### src/rtl/quantize_drain_pkg.sv
// Shared types and constants for the quantize/drain stage feeding SRAM write-out.
// Optional round-half-up quantization is enabled with the QUANT_ROUND_EN macro.
package quantize_drain_pkg;

  localparam int ARRAY_SIZE        = 8;
  localparam int ACC_WIDTH         = 32;
  localparam int OUTPUT_DATA_WIDTH = 16;

  localparam int LAST_BEAT = 2*ARRAY_SIZE-2;

  typedef enum logic [1:0] {
    IDLE  = 2'd0,
    DRAIN = 2'd1,
    DONE  = 2'd2
  } drain_state_t;

  // Saturation bounds expressed in the widened ACC_WIDTH+1 shift domain
  localparam logic signed [ACC_WIDTH:0] SAT_MAX =
    $signed({{(ACC_WIDTH-OUTPUT_DATA_WIDTH+2){1'b0}}, {(OUTPUT_DATA_WIDTH-1){1'b1}}});
  localparam logic signed [ACC_WIDTH:0] SAT_MIN =
    $signed({{(ACC_WIDTH-OUTPUT_DATA_WIDTH+2){1'b1}}, {(OUTPUT_DATA_WIDTH-1){1'b0}}});

endpackage

### src/rtl/quantize_drain_quant_lane.sv
// One lane of the quantizer: arithmetic right shift then saturate to the output width.
// With QUANT_ROUND_EN defined, a half-LSB bias is added before the shift (round-half-up).
module quant_lane
  import quantize_drain_pkg::*;
(
  input  logic [ACC_WIDTH-1:0]         acc_in,
  input  logic [4:0]                   shift,
  output logic [OUTPUT_DATA_WIDTH-1:0] quant_out
);

  logic signed [ACC_WIDTH:0] extended;
  logic signed [ACC_WIDTH:0] shifted;

  // One extra bit of headroom keeps the rounding bias from overflowing
  always_comb begin
    extended = $signed({acc_in[ACC_WIDTH-1], acc_in});
`ifdef QUANT_ROUND_EN
    if (shift != 5'd0) begin
      extended = extended + $signed((ACC_WIDTH+1)'(1) << (shift - 5'd1));
    end
`endif
    shifted = extended >>> shift;
    if (shifted > SAT_MAX) begin
      quant_out = SAT_MAX[OUTPUT_DATA_WIDTH-1:0];
    end else if (shifted < SAT_MIN) begin
      quant_out = SAT_MIN[OUTPUT_DATA_WIDTH-1:0];
    end else begin
      quant_out = shifted[OUTPUT_DATA_WIDTH-1:0];
    end
  end

endmodule

### src/rtl/quantize_drain.sv
// Drains one skewed result matrix (2*ARRAY_SIZE-1 diagonal beats), quantizing every lane.
// Rounding mode of the lanes is selected by the QUANT_ROUND_EN macro.
module quantize_drain
  import quantize_drain_pkg::*;
(
  input  logic                                    clk,
  input  logic                                    srstn,
  input  logic                                    start,
  input  logic                                    acc_valid,
  input  logic [ARRAY_SIZE*ACC_WIDTH-1:0]         acc_data,
  input  logic [4:0]                              shift,
  output logic [ARRAY_SIZE*OUTPUT_DATA_WIDTH-1:0] quantized_data,
  output logic                                    sram_write_enable,
  output logic [5:0]                              matrix_index,
  output logic [9:0]                              data_set,
  output logic                                    busy,
  output logic                                    done
);

  drain_state_t state, next_state;

  logic [4:0] shift_q, shift_next;
  logic [5:0] beat_cnt, beat_next;

  logic [ARRAY_SIZE*OUTPUT_DATA_WIDTH-1:0] quant_comb, quant_next;
  logic       swe_next;
  logic [5:0] index_next;
  logic [9:0] data_set_next;
  logic       busy_next;
  logic       done_next;

  for (genvar g = 0; g < ARRAY_SIZE; g++) begin : g_lane
    quant_lane u_quant_lane (
      .acc_in    (acc_data[g*ACC_WIDTH +: ACC_WIDTH]),
      .shift     (shift_q),
      .quant_out (quant_comb[g*OUTPUT_DATA_WIDTH +: OUTPUT_DATA_WIDTH])
    );
  end

  always_ff @(posedge clk or negedge srstn) begin
    if (!srstn) begin
      state <= IDLE;
    end else begin
      state <= next_state;
    end
  end

  always_comb begin
    next_state = state;
    case (state)
      IDLE:    if (start) next_state = DRAIN;
      DRAIN:   if (acc_valid && (beat_cnt == 6'(LAST_BEAT))) next_state = DONE;
      DONE:    next_state = IDLE;
      default: next_state = IDLE;
    endcase
  end

  // Data and index hold between beats; only the write strobe drops on a stall
  always_comb begin
    shift_next    = shift_q;
    beat_next     = beat_cnt;
    quant_next    = quantized_data;
    index_next    = matrix_index;
    data_set_next = data_set;
    swe_next      = 1'b0;
    done_next     = 1'b0;
    busy_next     = (next_state != IDLE);
    case (state)
      IDLE: begin
        if (start) begin
          shift_next = shift;
          beat_next  = 6'd0;
        end
      end
      DRAIN: begin
        if (acc_valid) begin
          quant_next = quant_comb;
          swe_next   = 1'b1;
          index_next = beat_cnt;
          beat_next  = beat_cnt + 6'd1;
        end
      end
      DONE: begin
        swe_next      = acc_valid;
        done_next     = 1'b1;
        data_set_next = data_set + 10'd1;
      end
      default: ;
    endcase
  end

  always_ff @(posedge clk or negedge srstn) begin
    if (!srstn) begin
      shift_q           <= '0;
      beat_cnt          <= '0;
      quantized_data    <= '0;
      sram_write_enable <= 1'b0;
      matrix_index      <= '0;
      data_set          <= '0;
      busy              <= 1'b0;
      done              <= 1'b0;
    end else begin
      shift_q           <= shift_next;
      beat_cnt          <= beat_next;
      quantized_data    <= quant_next;
      sram_write_enable <= swe_next;
      matrix_index      <= index_next;
      data_set          <= data_set_next;
      busy              <= busy_next;
      done              <= done_next;
    end
  end

endmodule

### config.mk
export PLATFORM = sky130hd
export DESIGN_NAME = quantize_drain
export DESIGN_NICKNAME = d
export VERILOG_FILES = /design/src/rtl/quantize_drain_pkg.sv /design/src/rtl/quantize_drain_quant_lane.sv /design/src/rtl/quantize_drain.sv
export SDC_FILE = /design/constraint.sdc
export NUM_CORES = 1
export LEC_CHECK = 0
export ABC_AREA = 1
export CAP_MARGIN = 20
export CORE_ASPECT_RATIO = 0.6
export CORE_UTILIZATION = 43
export DETAILED_ROUTE_END_ITERATION = 10
export PLACE_DENSITY = 0.71
export SKIP_LAST_GASP = 1
export SYNTH_ARGS = -nofsm -noshare
export SYNTH_HDL_FRONTEND = slang
export SYNTH_SLANG_ARGS = --single-unit
### constraint.sdc
create_clock -name clk -period 2 [get_ports clk]
set_input_delay 0.4 -clock clk [delete_from_list [all_inputs] [get_ports clk]]
set_output_delay 0.4 -clock clk [all_outputs]
set_load 0.03 [all_outputs]
==> flow_summary_export.csv <==
group,metric,value,unit
grt,global_route.overflow_total,0,
critical_path,dominant_cell_type_by_count_on_the_critical_path,"sky130_fd_sc_hd__nand2_1",
grt,maximum_number_of_pins_on_one_net_before_global_route_repair,76,
routing,drcViolationCount,0,
yosys,syn_nets,4112,
routing,wirelength,96.19,mm
yosys,post_synth_and_or_nand_nor_area_fraction,0.5367,
placed_design,hpwl,73.40,mm
clocking,tritoncts,"built",
critical_path,worst_ep_arrival_time,3.03,ns
yosys,ys_warn_count,0,
sta,finalWorstSetupSlack,-0.6755,ns
layout,nFillCells,4502,
clocking,htree_num_levels,4,
routing,vias,28939,
pwr,post_layout_power,63.09,mW
min_path,worst_hold_path_type,"in -> async",
pwr,vdd_drop_max,1047,uV
critical_path,cpPeakStageDelay,0.53,ns
floorplanning,design.portCount,412,
yosys,synth-edff-count,0,
sta,timing.fmax,0.3738,GHz
sta,final_report_hold_violation_count,0,
floorplanning,start_util,0.4388,
yosys,synth.avg_cell_area,5.319,um^2
sta,fin_skew,0.02843,ns
yosys,ys_async_sr_fraction,1.000,
critical_path,crit_fanout,8,
sta,timing.final.setup_violations,123,
floorplanning,num_rows,61,
critical_path,end_kind,"flip-flop",
critical_path,critPathSlowestCell,"sky130_fd_sc_hd__dfrtp_4",
routing,detailedRoute.firstIterationViolations,3219,
yosys,synth.ff_latch_count,160,
run_status,status,"complete, but fails checks",
placed_design,port_buffers,411,
layout,post-route-cell-area,30300,um^2
critical_path,crit_chain,"buf_12 > buf_12 > buf_4 > o21ai_2 > nand2_1 > nand3_1 > nand2_1 > nand2_1 > nand2_1 > nor2_1 > nand2_1 > nor2_2 > nand2_1 > a21oi_4 > clkbuf_16 > a21oi_1",
layout,multi_input_comb_area,15350,um^2
floorplanning,dieArea,48420,um^2
sta,final_min_period_over_clock_period,1.338,
routing,route.detailed.vias_per_inst,5.601,
run_status,failing_checks,"negative setup slack",
yosys,area_fraction_in_compound_gates_after_synthesis,0.1586,
layout,drive_gt1_frac,0.1734,
grt,grt_antenna_before_repair,3,
clocking,clk-insertion-delay-late,0.46,ns
routing,first_pass_iters,7,
placed_design,placement.cell_area,28120,um^2
grt,grt_pass1_vias,26492,
job,drv_cap,0,
floorplanning,placeableCoreArea,46560,um^2
grt,grt_first_pass_wirelength,144.9,mm
pwr,power.leakage,15.00,nW
layout,areaGrowthSynthToFinish,48.29,%
clocking,clock_tree.buffer_depth,2,
layout,final_net_count,4792,
yosys,synthDistinctLibCells,45,
grt,global_route_met2_utilization,0.6296,
grt,grtUsageMet1,0.4813,
clocking,tritoncts_sink_count,160,
grt,gr-usage-all-layers,0.3780,
sta,final-max-slew-violation-count,0,
critical_path,critical_path_source_type,"flip-flop",
clocking,cts_made_buffers,17,
yosys,post_synth_fa_ha_maj_area_fraction,0.003674,
yosys,synthCells,3841,
placed_design,globalplace.congestion,1.024,
critical_path,timing_worst_setup_path_type,"reg -> reg",
grt,grt_busiest_layer,"met2",
yosys,post_synth_xor_area_fraction,0.003858,
critical_path,cp_data_required_time,2.36,ns
yosys,post_synth_instance_area,20430,um^2
routing,final_antenna_net_count,0,
grt,global_route.usage.met3,0.04627,
layout,ff_latch_area,4023,um^2
sta,relSlewSlack,0.6055,
clocking,clock_tree.root_cell,"sky130_fd_sc_hd__clkbuf_16",
sta,period_minus_slack,2.676,ns
layout,finalCoreUtilization,0.6508,
yosys,main_combinational_cell_family_by_area_after_synthesis,"simple AND/OR/NAND/NOR gates",
sta,worst_pin_slew,0.5856,ns
routing,avgRoutedWirePerCell,18.62,um
placed_design,instance_count_after_placement_with_tap_cells_included,5084,
yosys,post_synthesis_sequential_area_ratio,0.1960,
critical_path,r2r_cells,16,
sta,unrepaired_setup_endpoints_after_global_routing,"yes",
floorplanning,die_h,170.8,um
floorplanning,dieWidth,283.4,um
clocking,clk_transition_reported_paths,0.10,ns
yosys,synth-main-ff-cell,"sky130_fd_sc_hd__dfrtp_1",
pwr,power_per_cell_area,2082,nW/um^2
layout,final_std_cells_w_o_fill,5167,
yosys,yosys-mux-area-fraction,0.01035,
-- cell type report --
type / instances / area share
diodes: 3 / 0.0002478
clock buffers: 17 / 0.01404
clock inverters: 15 / 0.007144
inverters: 100 / 0.01412
multi-input cells: 3304 / 0.5067
flip-flops and latches: 160 / 0.1328
well taps: 630 / 0.02602
repair buffers: 936 / 0.2981
repair inverters: 2 / 0.0009085
-- registers in the layout (all words and copies together) (netlist names) --
signal / flops
sram_write_enable: 1
matrix_index: 6
state: 2
quantized_data: 128
busy: 1
beat_cnt: 6
shift_q: 5
done: 1
data_set: 10
-- cells in the mapped netlist, types with 2 or more instances --
cell                          n  share of area
sky130_fd_sc_hd__nand2_2     11         0.0034
sky130_fd_sc_hd__xor2_1       6         0.0026
sky130_fd_sc_hd__buf_2       97          0.024
sky130_fd_sc_hd__nor2_1     235          0.043
sky130_fd_sc_hd__a21oi_2     11         0.0047
sky130_fd_sc_hd__buf_4       31          0.011
sky130_fd_sc_hd__nor3_1      10         0.0024
sky130_fd_sc_hd__nand3_1    634           0.16
sky130_fd_sc_hd__a21oi_1    127          0.031
sky130_fd_sc_hd__inv_2        4        0.00073
sky130_fd_sc_hd__a31oi_1     32         0.0098
sky130_fd_sc_hd__clkinv_1     4        0.00073
sky130_fd_sc_hd__o22ai_1      7         0.0021
sky130_fd_sc_hd__ha_1         6         0.0037
sky130_fd_sc_hd__a22oi_1     11         0.0040
sky130_fd_sc_hd__a211oi_1     3         0.0011
sky130_fd_sc_hd__buf_6       19          0.010
sky130_fd_sc_hd__or2_2       10         0.0031
sky130_fd_sc_hd__mux2i_1     20         0.0098
sky130_fd_sc_hd__a21oi_4      3         0.0024
sky130_fd_sc_hd__o21a_1      12         0.0044
sky130_fd_sc_hd__o21ai_1     47          0.012
sky130_fd_sc_hd__nand2_1   1765           0.32
sky130_fd_sc_hd__buf_1       37         0.0068
sky130_fd_sc_hd__o211ai_1    37          0.014
sky130_fd_sc_hd__nor3b_1      2        0.00073
sky130_fd_sc_hd__and2_1       8         0.0024
sky130_fd_sc_hd__nand4_1      6         0.0018
sky130_fd_sc_hd__dfrtp_1    160           0.20
sky130_fd_sc_hd__xnor2_1      3         0.0013
sky130_fd_sc_hd__clkbuf_1    99          0.018
sky130_fd_sc_hd__inv_1       91          0.017
sky130_fd_sc_hd__o22a_1       4         0.0017
sky130_fd_sc_hd__o21ai_0    274          0.067
sky130_fd_sc_hd__o31ai_1      4         0.0015
sky130_fd_sc_hd__a21boi_0     2        0.00073
-- cells in the final DEF (no fill, tap or decap), drive strengths merged, types with 4 or more instances in the layout --
| master | instances |
|---|---|
| o22a | 4 |
| clkdlybuf4s50 | 410 |
| nand3 | 634 |
| a22oi | 11 |
| a31oi | 32 |
| o21ai | 323 |
| mux2i | 20 |
| ha | 6 |
| a21oi | 141 |
| or2 | 10 |
| inv | 104 |
| nor2 | 235 |
| o21a | 12 |
| nand2 | 1784 |
| xor2 | 6 |
| and2 | 8 |
| o31ai | 4 |
| dfrtp | 160 |
| clkbuf | 24 |
| clkinv | 13 |
| nand4 | 6 |
| nor3 | 10 |
| o211ai | 38 |
| o22ai | 7 |
| buf | 516 |
-- path summary, 6_finish.rpt --
check	from	to	slack [ns]
setup / recovery	shift_q[0]$_DFFE_PN0P_	quantized_data[8]$_DFFE_PN0P_	-0.68
hold / removal	srstn	shift_q[0]$_DFFE_PN0P_	0.44
setup reg to reg	shift_q[0]$_DFFE_PN0P_	quantized_data[8]$_DFFE_PN0P_	-0.68
hold reg to reg	data_set[9]$_DFFE_PN0P_	data_set[9]$_DFFE_PN0P_	0.48
max in group asynchronous	srstn	quantized_data[29]$_DFFE_PN0P_	0.88
min in group clk	data_set[9]$_DFFE_PN0P_	data_set[9]$_DFFE_PN0P_	0.48
-- kinds of logic after synthesis --
family	after synthesis
AOI/OAI and AO/OA	579
and+or+nand+nor	2681
xor gates and xnor gates	9
DFF	160
buffers and inverters	385
muxes	21
adders and majority gates	6
-- metal layers --
metal  vias up  wire [um]
met2      1410      43570
met3       273       7008
met1     13244      40020
li1      14012          -
met5         -          0
met4         0       5583
-- what timing repair did --
item / 4_1_cts / 5_1_grt
cloned: 10 / 16
gates resized for setup: 60 / 180
setup endpoints to repair: 123 / 129
pin swaps: 13 / 49
hold buffers: 1 / 0
buffers inserted: 12 / 9
hold endpoints to repair: 36 / 0
-- stage by stage --
stage / hold WS (ns) / setup TNS [ns] / worst slack, ns
after global routing: 0.4539 / -85.81 / -0.7651
after floorplan: 0.1044 / -2.484 / -0.04565
after detailed placement: 0.3769 / -64.99 / -0.6446
final: 0.4380 / -67.29 / -0.6755
after CTS: 0.4453 / -65.10 / -0.5895
after global placement: 0.3763 / -65.00 / -0.6218
-- critical path, delay by kind of cell, from the launching register on --
family / cells / cell delay (ns)
AO/OA/AOI/OAI: 3 / 0.48
buffers and inverters: 4 / 0.67
flip-flops: 1 / 0.53
AND/OR/NAND/NOR: 9 / 0.86
-- power by group --
group	leakage [nW]	switching [mW]	internal [mW]	total [mW]
clock	0.307	1.92	1.75	3.67
combinational	12.8	32.2	21.4	53.6
sequential	1.91	1.09	4.75	5.84
Power figures use the tool's default switching activity.
